===== src/rtl/sram_bist_ctrl.sv =====
// March-test BIST initiator for a single SRAM: M0..M3 march elements over the full address
// space, with error counting and first-failure capture.
module sram_bist_ctrl #(
  parameter int                 DATA_W  = 4,
  parameter int                 ADDR_W  = 3,
  parameter logic [DATA_W-1:0]  PATTERN = 4'b0101
) (
  input  logic              clk,
  input  logic              rst_n,
  input  logic              start,
  input  logic [DATA_W-1:0] memDataOut,
  output logic [DATA_W-1:0] memDataIn,
  output logic [ADDR_W-1:0] memAddress,
  output logic              memCS,
  output logic              memWE,
  output logic              busy,
  output logic              done,
  output logic              pass,
  output logic [7:0]        errCount,
  output logic [ADDR_W-1:0] failAddr,
  output logic [1:0]        failPhase,
  output logic [DATA_W-1:0] failData
);

  // state  | meaning
  // IDLE   | waiting for start after reset
  // M0..M3 | march element in progress (ops sequenced by op/addr)
  // DONE   | results valid, waiting for a restart
  typedef enum logic [2:0] {S_IDLE, S_M0, S_M1, S_M2, S_M3, S_DONE} state_t;
  typedef enum logic [1:0] {OP_RD, OP_CMP, OP_WR} op_t;

  localparam logic [ADDR_W-1:0] ADDR_MAX = '1;
  localparam logic [ADDR_W-1:0] ADDR_ONE = ADDR_W'(1);

  state_t            state, state_nxt;
  op_t               op, op_nxt;
  logic [ADDR_W-1:0] addr, addr_nxt;
  logic              clear;

  logic              active_nxt;
  logic              we_nxt;
  logic [DATA_W-1:0] wdata_nxt;

  logic              cmp_en;
  logic [DATA_W-1:0] cmp_exp;
  logic [1:0]        cmp_phase;
  logic              mismatch;

  logic [7:0]        err_count_nxt;
  logic [ADDR_W-1:0] fail_addr_nxt;
  logic [1:0]        fail_phase_nxt;
  logic [DATA_W-1:0] fail_data_nxt;

  always_ff @(posedge clk or negedge rst_n) begin
    if (!rst_n) begin
      state <= S_IDLE;
      op    <= OP_RD;
      addr  <= '0;
    end else begin
      state <= state_nxt;
      op    <= op_nxt;
      addr  <= addr_nxt;
    end
  end

  // state/op/addr always describe the op currently driven on the SRAM port
  always_comb begin
    state_nxt = state;
    op_nxt    = op;
    addr_nxt  = addr;
    clear     = 1'b0;
    case (state)
      S_IDLE, S_DONE: begin
        if (start) begin
          state_nxt = S_M0;
          op_nxt    = OP_WR;
          addr_nxt  = '0;
          clear     = 1'b1;
        end
      end
      S_M0: begin
        op_nxt = OP_WR;
        if (addr == ADDR_MAX) begin
          state_nxt = S_M1;
          op_nxt    = OP_RD;
          addr_nxt  = '0;
        end else begin
          addr_nxt = addr + ADDR_ONE;
        end
      end
      S_M1: begin
        case (op)
          OP_RD:   op_nxt = OP_CMP;
          OP_CMP:  op_nxt = OP_WR;
          default: begin
            op_nxt = OP_RD;
            if (addr == ADDR_MAX) begin
              state_nxt = S_M2;
              addr_nxt  = ADDR_MAX;
            end else begin
              addr_nxt = addr + ADDR_ONE;
            end
          end
        endcase
      end
      S_M2: begin
        case (op)
          OP_RD:   op_nxt = OP_CMP;
          OP_CMP:  op_nxt = OP_WR;
          default: begin
            op_nxt = OP_RD;
            if (addr == '0) begin
              state_nxt = S_M3;
              addr_nxt  = ADDR_MAX;
            end else begin
              addr_nxt = addr - ADDR_ONE;
            end
          end
        endcase
      end
      S_M3: begin
        case (op)
          OP_RD:   op_nxt = OP_CMP;
          default: begin
            op_nxt = OP_RD;
            if (addr == '0) begin
              state_nxt = S_DONE;
              addr_nxt  = '0;
            end else begin
              addr_nxt = addr - ADDR_ONE;
            end
          end
        endcase
      end
      default: begin
        state_nxt = S_IDLE;
        op_nxt    = OP_RD;
        addr_nxt  = '0;
      end
    endcase
  end

  always_comb begin
    active_nxt = (state_nxt == S_M0) || (state_nxt == S_M1) ||
                 (state_nxt == S_M2) || (state_nxt == S_M3);
    we_nxt     = active_nxt && (op_nxt == OP_WR);
    wdata_nxt  = (state_nxt == S_M1) ? ~PATTERN : PATTERN;
  end

  // memDataOut is sampled at the close of every CMP cycle
  always_comb begin
    cmp_en    = 1'b0;
    cmp_exp   = PATTERN;
    cmp_phase = 2'd0;
    case (state)
      S_M1: begin cmp_en = (op == OP_CMP); cmp_exp = PATTERN;  cmp_phase = 2'd1; end
      S_M2: begin cmp_en = (op == OP_CMP); cmp_exp = ~PATTERN; cmp_phase = 2'd2; end
      S_M3: begin cmp_en = (op == OP_CMP); cmp_exp = PATTERN;  cmp_phase = 2'd3; end
      default: ;
    endcase
    mismatch = cmp_en && (memDataOut != cmp_exp);
  end

  always_comb begin
    err_count_nxt  = errCount;
    fail_addr_nxt  = failAddr;
    fail_phase_nxt = failPhase;
    fail_data_nxt  = failData;
    if (clear) begin
      err_count_nxt  = '0;
      fail_addr_nxt  = '0;
      fail_phase_nxt = '0;
      fail_data_nxt  = '0;
    end else if (mismatch) begin
      if (errCount != 8'hFF) err_count_nxt = errCount + 8'd1;
      // a zero count means nothing has been captured yet in this run
      if (errCount == 8'd0) begin
        fail_addr_nxt  = addr;
        fail_phase_nxt = cmp_phase;
        fail_data_nxt  = memDataOut;
      end
    end
  end

  always_ff @(posedge clk or negedge rst_n) begin
    if (!rst_n) begin
      memCS      <= 1'b0;
      memWE      <= 1'b0;
      memAddress <= '0;
      memDataIn  <= '0;
      busy       <= 1'b0;
      done       <= 1'b0;
      pass       <= 1'b0;
      errCount   <= '0;
      failAddr   <= '0;
      failPhase  <= '0;
      failData   <= '0;
    end else begin
      memCS      <= active_nxt;
      memWE      <= we_nxt;
      memAddress <= active_nxt ? addr_nxt : '0;
      memDataIn  <= we_nxt ? wdata_nxt : '0;
      busy       <= active_nxt;
      done       <= (state_nxt == S_DONE);
      pass       <= (state_nxt == S_DONE) && (err_count_nxt == 8'd0);
      errCount   <= err_count_nxt;
      failAddr   <= fail_addr_nxt;
      failPhase  <= fail_phase_nxt;
      failData   <= fail_data_nxt;
    end
  end

endmodule

===== config.mk =====
export PLATFORM = sky130hd
export DESIGN_NAME = sram_bist_ctrl
export DESIGN_NICKNAME = d
export VERILOG_FILES = /design/src/rtl/sram_bist_ctrl.sv
export SDC_FILE = /design/constraint.sdc
export NUM_CORES = 1
export LEC_CHECK = 0
export BUFFER_PORTS_ARGS = -buffer_cell sky130_fd_sc_hd__buf_2
export CAP_MARGIN = 0
export CORE_MARGIN = 4
export CORE_UTILIZATION = 32
export CTS_CLUSTER_SIZE = 30
export DETAILED_ROUTE_END_ITERATION = 8
export SLEW_MARGIN = 20
export SYNTH_ARGS = -nofsm -noshare
export SYNTH_HDL_FRONTEND = slang
export SYNTH_SLANG_ARGS = --single-unit

===== constraint.sdc =====
create_clock -name clk -period 2.88 [get_ports clk]
set_input_delay 0.288 -clock clk [delete_from_list [all_inputs] [get_ports clk]]
set_output_delay 0.288 -clock clk [all_outputs]
set_load 0.03 [all_outputs]

---- After elaboration in Yosys (flattened, before gate mapping) ----
Index checks and enable logic that the tools add are counted.
cells by class
  reduce and logical (&&, ||, !) cells .... 18
  order comparisons ....................... 0
  mux-type cells .......................... 43
  $add $sub $neg .......................... 3
  shift operators ......................... 0
  $mul .................................... 0
  divide/modulo/power cells ............... 0
  bitwise logic cells ..................... 0
  eq/ne operators ......................... 15
operators by type and width
  kind                                                                    number
  3-bit two-way mux                                                       20
  3-bit one-hot mux with 5 select lines                                   2
  4-bit two-way mux                                                       6
  8-bit two-way mux                                                       3
  8-bit logical NOT                                                       2
  3-bit equality test (second input constant)                             5
  3-bit by 2-bit equality test with 1-bit output (second input constant)  4
  2-bit two-way mux                                                       5
  8-bit by 1-bit adder with 8-bit output (second input constant)          1
  8-bit inequality test (second input constant)                           1
  2-bit one-hot mux with 4 select lines                                   1
  3-bit by 1-bit equality test with 1-bit output (second input constant)  2
  3-bit logical NOT                                                       2
  2-bit one-hot mux with 3 select lines                                   1
  2-bit OR reduction                                                      3
  1-bit two-way mux                                                       4
  4-bit inequality test                                                   1
  2-bit one-hot mux with 2 select lines                                   1
  2-bit nonzero test                                                      2
  3-bit by 1-bit adder with 3-bit output (second input constant)          1
  1-bit logical AND                                                       3
  1-bit logical OR                                                        3
  3-bit OR reduction                                                      1
  3-bit by 1-bit subtractor with 3-bit output (second input constant)     1
  4 further kinds                                                         4
storage, ports and cells
  register bits ........................... 36
  bits in writable memories ............... 0
  memories kept ........................... 0
  word-level logic and storage cells ...... 92
  ROM bits ................................ 0
  input port bits ......................... 7
  output and inout port bits .............. 29
  latch bits .............................. 0

---- Longest topological paths before layout ----
Gate-level depths: netlist of run 1.
  depth in word-level cells ............... 10
  gate-level depth with buffers ........... 9
  depth with buffers taken out ............ 8

---- Worst setup path after synthesis of run 1 ----
Ideal clock, no wire load.
  path kind ............................... reg2reg
  start point ............................. register state[0]
  end point ............................... register pass
  buffers on the path ..................... 2
  data arrival time ....................... 2429 ps
  stages on the path, launching flop included .. 9
  setup time .............................. 95 ps
  clock period less this slack ............ 2524 ps
  slack ................................... 356 ps
  cells stage by stage .................... dfrtp_1 -> buf_6 -> or3b_1 -> buf_6 -> a21o_1 -> nor4_4 -> mux2_2 -> a2111o_1 -> nor4b_2
between the ends
  word-level cells in the longest chain between the ends .. 8
  elaborated cells on any way between the ends .. 27
  those cells by class .................... eq/ne (7); mux (14); reduce/logical (6)
RTL lines
  element                                                                                       RTL line  RTL
  start: declaration                                                                            35        state_t state, state_nxt;
  start signal: assignment                                                                      60        state <= state_nxt;
  3-bit by 2-bit equality test with 1-bit output / 3-bit equality test (equally long branches)  72, 155
  4-bit two-way mux / 3-bit OR reduction (equally long branches)                                -
  4-bit inequality test / 1-bit two-way mux (equally long branches)                             -
  1-bit logical AND                                                                             161       mismatch = cmp_en && (memDataOut != cmp_exp);
  8-bit two-way mux                                                                             174       end else if (mismatch) begin
  8-bit two-way mux                                                                             169       if (clear) begin
  8-bit logical NOT                                                                             205       pass <= (state_nxt == S_DONE) && (err_count_nxt == 8'd0);
  1-bit logical AND *                                                                           205
  end signal: assignment                                                                        205
  end: declaration                                                                              18        output logic pass,
Every way passes the cells marked *; elsewhere a longest branch is shown, timed or not.
A chain may end at the register's enable or synchronous reset.

---- Worst setup path after layout of run 1 ----
Ends and elaborated chain as after synthesis.

==> results.py, run 1 <==
metrics = {
    "status": {
        "status": "complete, no violations",
    },
    "clock_tree": {
        "post_cts_resized": 0,
        "postCtsSetupBuffers": 0,
        "cts_made_buffers": 5,
        "cts_max_path_buffers": 2,
        "insertion_delay_ns": 0.29,
        "cts_tree": "done",
        "cts_hold_buf": 0,
        "cts_sinks": 34,
        "cts.clk_slew.worst_paths_ns": 0.07,
        "clockRootBuffer": "clkbuf_8",
        "htreeDepth": 2,
    },
    "worst_setup_path": {
        "crit_chain": "or3b_1 > a21o_1 > nor4_4 > mux2_2 > a2111o_1 > nor4b_2",
        "max_stage_delay_ns": 0.42,
        "critPathKind": "flop to flop",
        "cp-end-kind": "flop",
        "cp-start-kind": "flop",
        "path_max_fanout": 4,
        "worstPathArrival_ns": 2.64,
        "slowest_stage": "a2111o_1",
        "cp.required_ns": 3.08,
    },
    "finish": {
        "drive_above_1_share": 0.2145,
        "final_common_cell": "buf_2",
        "layout.nets": 288,
        "utilization": 0.3809,
        "area_delta_synth_final_pct": 15.17,
        "antenna_cells": 0,
        "layout_common_cells": "35 x buf_2, 34 x dfrtp_1, 32 x nand2_1",
        "fin_area_mm2": 0.002432,
    },
    "timing": {
        "hold_violations": 0,
        "setup_viol_count_final": 0,
        "rsz0062_at_grt": "false",
        "relSlewSlack": 0.4893,
        "finalSetupTns_ns": 0,
        "tightest_slew_ns": 0.7661,
        "skew_ns": 0.003954,
        "post-route-period-util": 0.8489,
        "fin_crit_ns": 2.445,
        "slew_viol_final": 0,
        "max_freq_mhz": 409.0,
    },
    "route": {
        "vias_per_cell": 5.202,
        "drc": 0,
        "drt_first_pass_iters": 4,
        "detail_route.wl_per_cell_um": 14.26,
        "antenna_left": 0,
        "wirelength_um": 5018,
        "vias": 1831,
        "drt_iter0_drc": 220,
    },
    "power_and_ir_drop": {
        "power.density_mw_per_mm2": 955.9,
        "ir_drop_mv": 0.4200,
        "p_int_mw": 1.229,
        "switching_share": 0.4715,
        "power_frac_clock": 0.160,
        "p_comb_frac": 0.546,
        "seqPwrFrac": 0.294,
        "leakagePower_nw": 1.141,
        "power_switching_mw": 1.096,
    },
    "synth": {
        "yosys.cell_types.count": 51,
        "ys_warn_count": 0,
        "ys_seq_area_frac": 0.4028,
        "synth_ff_type": "dfrtp_1",
        "syn_avg_cell_area_um2": 8.727,
        "synth_area_mm2": 0.002112,
        "ys_ff_latch": 34,
        "syn-num-nets": 256,
        "async_flop_share": 1.000,
        "synth_edf_count": 0,
        "synthCells": 242,
    },
    "place": {
        "gp_congestion": 0.9199,
        "dpl-instance-area_mm2": 0.002337,
        "place.port_buffers": 35,
        "place_hpwl_um": 3702,
    },
    "floorplanning": {
        "die_y_um": 89.24,
        "start_util": 0.3307,
        "pin_count": 36,
        "core-area_mm2": 0.006386,
        "die_w_um": 89.24,
        "die_area_mm2": 0.007964,
        "rows": 29,
    },
    "grt": {
        "grt_antenna_before_repair": 0,
        "grt_pass1_wl_um": 8473,
        "grt.overflow.total": 0,
        "grt_start_max_net_pins": 35,
        "grt_pass1_vias": 1678,
        "grt_usage": 0.1368,
    },
    "job": {
        "maxCapViolCount": 0,
    },
    "hold_path": {
        "hp-class": "input pin to asynchronous set/reset pin",
    },
}
critical path, delay by kind of cell (launching register included):
family          cells  cell delay [ns]
flops               1             0.40
simple gates        3             0.92
mux                 1             0.38
compound gates      2             0.66
power groups by stage:
stage / Clock, mW / Combinational [mW] / Sequential (mW)
global placement: 0 / 1.27 / 0.692
global route: 0.408 / 1.40 / 0.702
floorplan: 0 / 0.874 / 0.790
detailed placement: 0 / 1.27 / 0.693
finish: 0.372 / 1.27 / 0.684
CTS: 0.385 / 1.28 / 0.684
final timing paths:
kind                                from  slack [ns]     endpoint  depth (start not counted)
setup / recovery                state[0]        0.44         pass                          6
hold / removal                     rst_n        0.07  failData[2]                          1
setup reg to reg                state[0]        0.44         pass                          6
hold reg to reg              failAddr[2]        0.52  failAddr[2]                          2
max in group asynchronous          rst_n        2.32      addr[2]                          1
min in group clk           memDataOut[0]        0.24  failData[0]                          3
cell usage after synthesis, types with 3 or more instances:
cell type / count / area, um2
nand3_1: 7 / 35.03
xnor2_1: 4 / 35.03
a31oi_1: 5 / 31.28
o21ai_0: 18 / 90.09
ha_1: 7 / 87.58
nor2b_1: 7 / 43.79
mux2_2: 3 / 33.78
mux2i_1: 6 / 60.06
nor2_1: 22 / 82.58
a21o_1: 3 / 22.52
buf_4: 4 / 30.03
and3_1: 3 / 18.77
a21oi_1: 13 / 65.06
inv_1: 9 / 33.78
nor3_1: 9 / 45.04
clkbuf_1: 7 / 26.28
nand2b_1: 3 / 18.77
nand2_1: 32 / 120.1
dfrtp_1: 34 / 850.8
and2_1: 4 / 25.02
cells by family after synthesis:
logic type / share of synthesized area
adders and majority gates: 0.04147
DFF: 0.4028
and+or+nand+nor: 0.2524
buffers and inverters: 0.05924
muxes: 0.04443
AOI/OAI and AO/OA: 0.1748
xor gates and xnor gates: 0.02488
per-layer routing:
layer  share of wire  wire length, um  GRT usage
met1            0.47             2345     0.1904
met2            0.46             2314     0.2083
met3           0.044              220    0.02488
met4           0.027              137    0.05683
met5               0                0          0
flip-flops by register name, summed over array words and instances, names as in the netlist, 2 cells and up:
register    flops
failData        4
errCount        8
state           3
failPhase       2
op              2
addr            3
failAddr        3
memAddress      3
memDataIn       2
metrics by stage:
stage	total power, mW	hold slack, ns	worst slack (ns)	std cells
2_1_floorplan	1.663	-0.007591	0.3559	242
3_3_place_gp	1.965	0.4014	0.5058	344
3_5_place_dp	1.963	0.4100	0.4662	344
4_1_cts	2.345	0.09468	0.4333	352
5_1_grt	2.515	0.1341	0.3338	352
6_report	2.325	0.06963	0.4352	352
cell type report:
class                           instances  area (um2)
Clock buffer                            6       82.58
Sequential cell                        34       850.8
Tap cell                               77       96.34
Timing Repair Buffer                   41       220.2
Inverter                                9       33.78
Multi-Input combinational cell        183        1136
Clock inverter                          2       12.51
Fill cell                             643        3954
Power figures use the tool's default switching activity.
==> run 2, diff against run 1 <==
==> constraint.sdc (replaced) <==
create_clock -name clk -period 2.4 [get_ports clk]
set_input_delay 0.24 -clock clk [delete_from_list [all_inputs] [get_ports clk]]
set_output_delay 0.24 -clock clk [all_outputs]
set_load 0.03 [all_outputs]
==> results.py, run 2 (synthesis gave the netlist of run 1 again) <==
metrics = {
    "floorplanning": {
        "die_w_um": 89.24,
        "die_y_um": 89.24,
        "die_area_mm2": 0.007964,
        "pin_count": 36,
        "rows": 29,
        "start_util": 0.3307,
        "core-area_mm2": 0.006386,
    },
    "power_and_ir_drop": {
        "power_switching_mw": 1.337,
        "p_int_mw": 1.724,
        "ir_drop_mv": 0.7927,
        "switching_share": 0.4369,
        "power_frac_clock": 0.211,
        "p_comb_frac": 0.529,
        "seqPwrFrac": 0.260,
        "power.density_mw_per_mm2": 1206,
        "leakagePower_nw": 1.203,
    },
    "grt": {
        "met1_usage": 0.1937,
        "grt_usage": 0.1407,
        "grt_antenna_before_repair": 0,
        "grt_pass1_wl_um": 8673,
        "met2_usage": 0.2170,
        "gr-max-usage-layer": "met2",
        "grt_use_met3": 0.02765,
        "grt_pass1_vias": 1747,
        "grt_start_max_net_pins": 35,
        "grt.overflow.total": 0,
    },
    "clock_tree": {
        "post_cts_resized": 0,
        "cts.clk_slew.worst_paths_ns": 0.08,
        "htreeDepth": 2,
        "cts_max_path_buffers": 2,
        "insertion_delay_ns": 0.29,
        "clockRootBuffer": "clkbuf_8",
        "cts_tree": "done",
        "cts_sinks": 34,
        "cts_hold_buf": 0,
        "postCtsSetupBuffers": 0,
        "cts_made_buffers": 5,
    },
    "finish": {
        "reg_top3": "errCount x8, failData x4",
        "largest_register_ffs": 8,
        "area_delta_synth_final_pct": 20.20,
        "layout_common_cells": "35 x buf_2, 34 x dfrtp_1, 32 x nand2_1",
        "fillCellCount": 651,
        "utilization": 0.3975,
        "fin_cells": 360,
        "drive_above_1_share": 0.2367,
        "antenna_cells": 0,
        "largest-register": "errCount",
        "final_common_cell": "buf_2",
        "fin_area_mm2": 0.002539,
        "layout.nets": 296,
    },
    "place": {
        "dpl-instance-area_mm2": 0.002401,
        "place_hpwl_um": 3796,
        "place.port_buffers": 35,
        "gp_congestion": 0.8634,
        "dp_worst_setup_slack_ns": 0.1227,
        "dp.cells": 352,
    },
    "timing": {
        "max_freq_mhz": 436.4,
        "rsz0062_at_grt": "false",
        "slew_viol_final": 0,
        "worst_slack_ns": 0.1084,
        "tightest_slew_ns": 0.7917,
        "finalSetupTns_ns": 0,
        "fin_crit_ns": 2.292,
        "skew_ns": 0.003934,
        "post-route-period-util": 0.9548,
        "hold_violations": 0,
        "relSlewSlack": 0.4722,
        "setup_viol_count_final": 0,
    },
    "route": {
        "vias_per_cell": 5.181,
        "drt_first_pass_iters": 5,
        "drc": 0,
        "vias": 1865,
        "antenna_left": 0,
        "wirelength_um": 5223,
        "drt_iter0_drc": 172,
        "detail_route.wl_per_cell_um": 14.51,
    },
    "worst_setup_path": {
        "path_max_fanout": 4,
        "r2r_start": "state[0]",
        "cp-start-kind": "flop",
        "cp_top_family": "simple AND/OR/NAND/NOR gates",
        "crit_chain": "or3b_1 > a21o_1 > nor4_4 > mux2_4 > a2111o_1 > nor4b_2",
        "max_stage_delay_ns": 0.42,
        "crit_buf_inv": 0,
        "cp.required_ns": 2.60,
        "worstPathArrival_ns": 2.49,
        "worstReg2RegEnd": "pass",
        "reg2regPathDepth": 6,
        "reg2reg_slack_ns": 0.11,
        "critPathKind": "flop to flop",
        "cp-end-kind": "flop",
        "slowest_stage": "a2111o_1",
    },
    "job": {
        "maxCapViolCount": 0,
    },
    "hold_path": {
        "hp-class": "input pin to asynchronous set/reset pin",
    },
    "status": {
        "status": "complete, no violations",
    },
}
==> run 2: worst max path at each step <==
stage,cells after the start,slack [ns],endpoint,from
floorplan,8,0.01,pass,state[0]
global placement,6,0.16,pass,state[0]
detailed placement,6,0.12,pass,state[0]
CTS,6,0.10,pass,state[0]
global route,8,0.005,memWE,addr[1]
finish,6,0.11,pass,state[0]
==> run 2: layout make-up <==
class                           count  area, um2  area share
Clock inverter                      3      68.82     0.02711
Inverter                            9      33.78     0.01331
Timing Repair Buffer               49      280.3      0.1104
Multi-Input combinational cell    183       1140      0.4490
Sequential cell                    34      850.8      0.3351
Tap cell                           77      96.34     0.03795
Clock buffer                        5      68.82     0.02711
==> run 2: routing by layer <==
metal	share of wire	routed length [um]
met1	0.48	2486
met4	0.017	91
met5	0	0
met3	0.049	255
met2	0.46	2389
==> run 2: stage by stage <==
stage | hold WS (ns) | power, mW
4_1_cts | 0.06537 | 3.078
5_1_grt | 0.09948 | 3.296
2_1_floorplan | -0.05559 | 1.996
6_report | 0.02953 | 3.061
3_3_place_gp | 0.3747 | 2.407
3_5_place_dp | 0.3782 | 2.420
==> run 2: power groups by stage <==
| stage | clock [mW] | combinational, mW | sequential [mW] |
|---|---|---|---|
| 6_report | 0.645 | 1.62 | 0.796 |
| 5_1_grt | 0.681 | 1.80 | 0.813 |
| 4_1_cts | 0.661 | 1.62 | 0.797 |
| 3_5_place_dp | 0 | 1.61 | 0.808 |
| 3_3_place_gp | 0 | 1.60 | 0.804 |
| 2_1_floorplan | 0 | 1.05 | 0.948 |
==> run 2: worst register-to-register path, stage by stage, from the launching register on <==
cell      delay [ns]
dfrtp_1         0.40
or3b_1          0.40
a21o_1          0.24
nor4_4          0.21
mux2_4          0.34
a2111o_1        0.42
nor4b_2         0.20
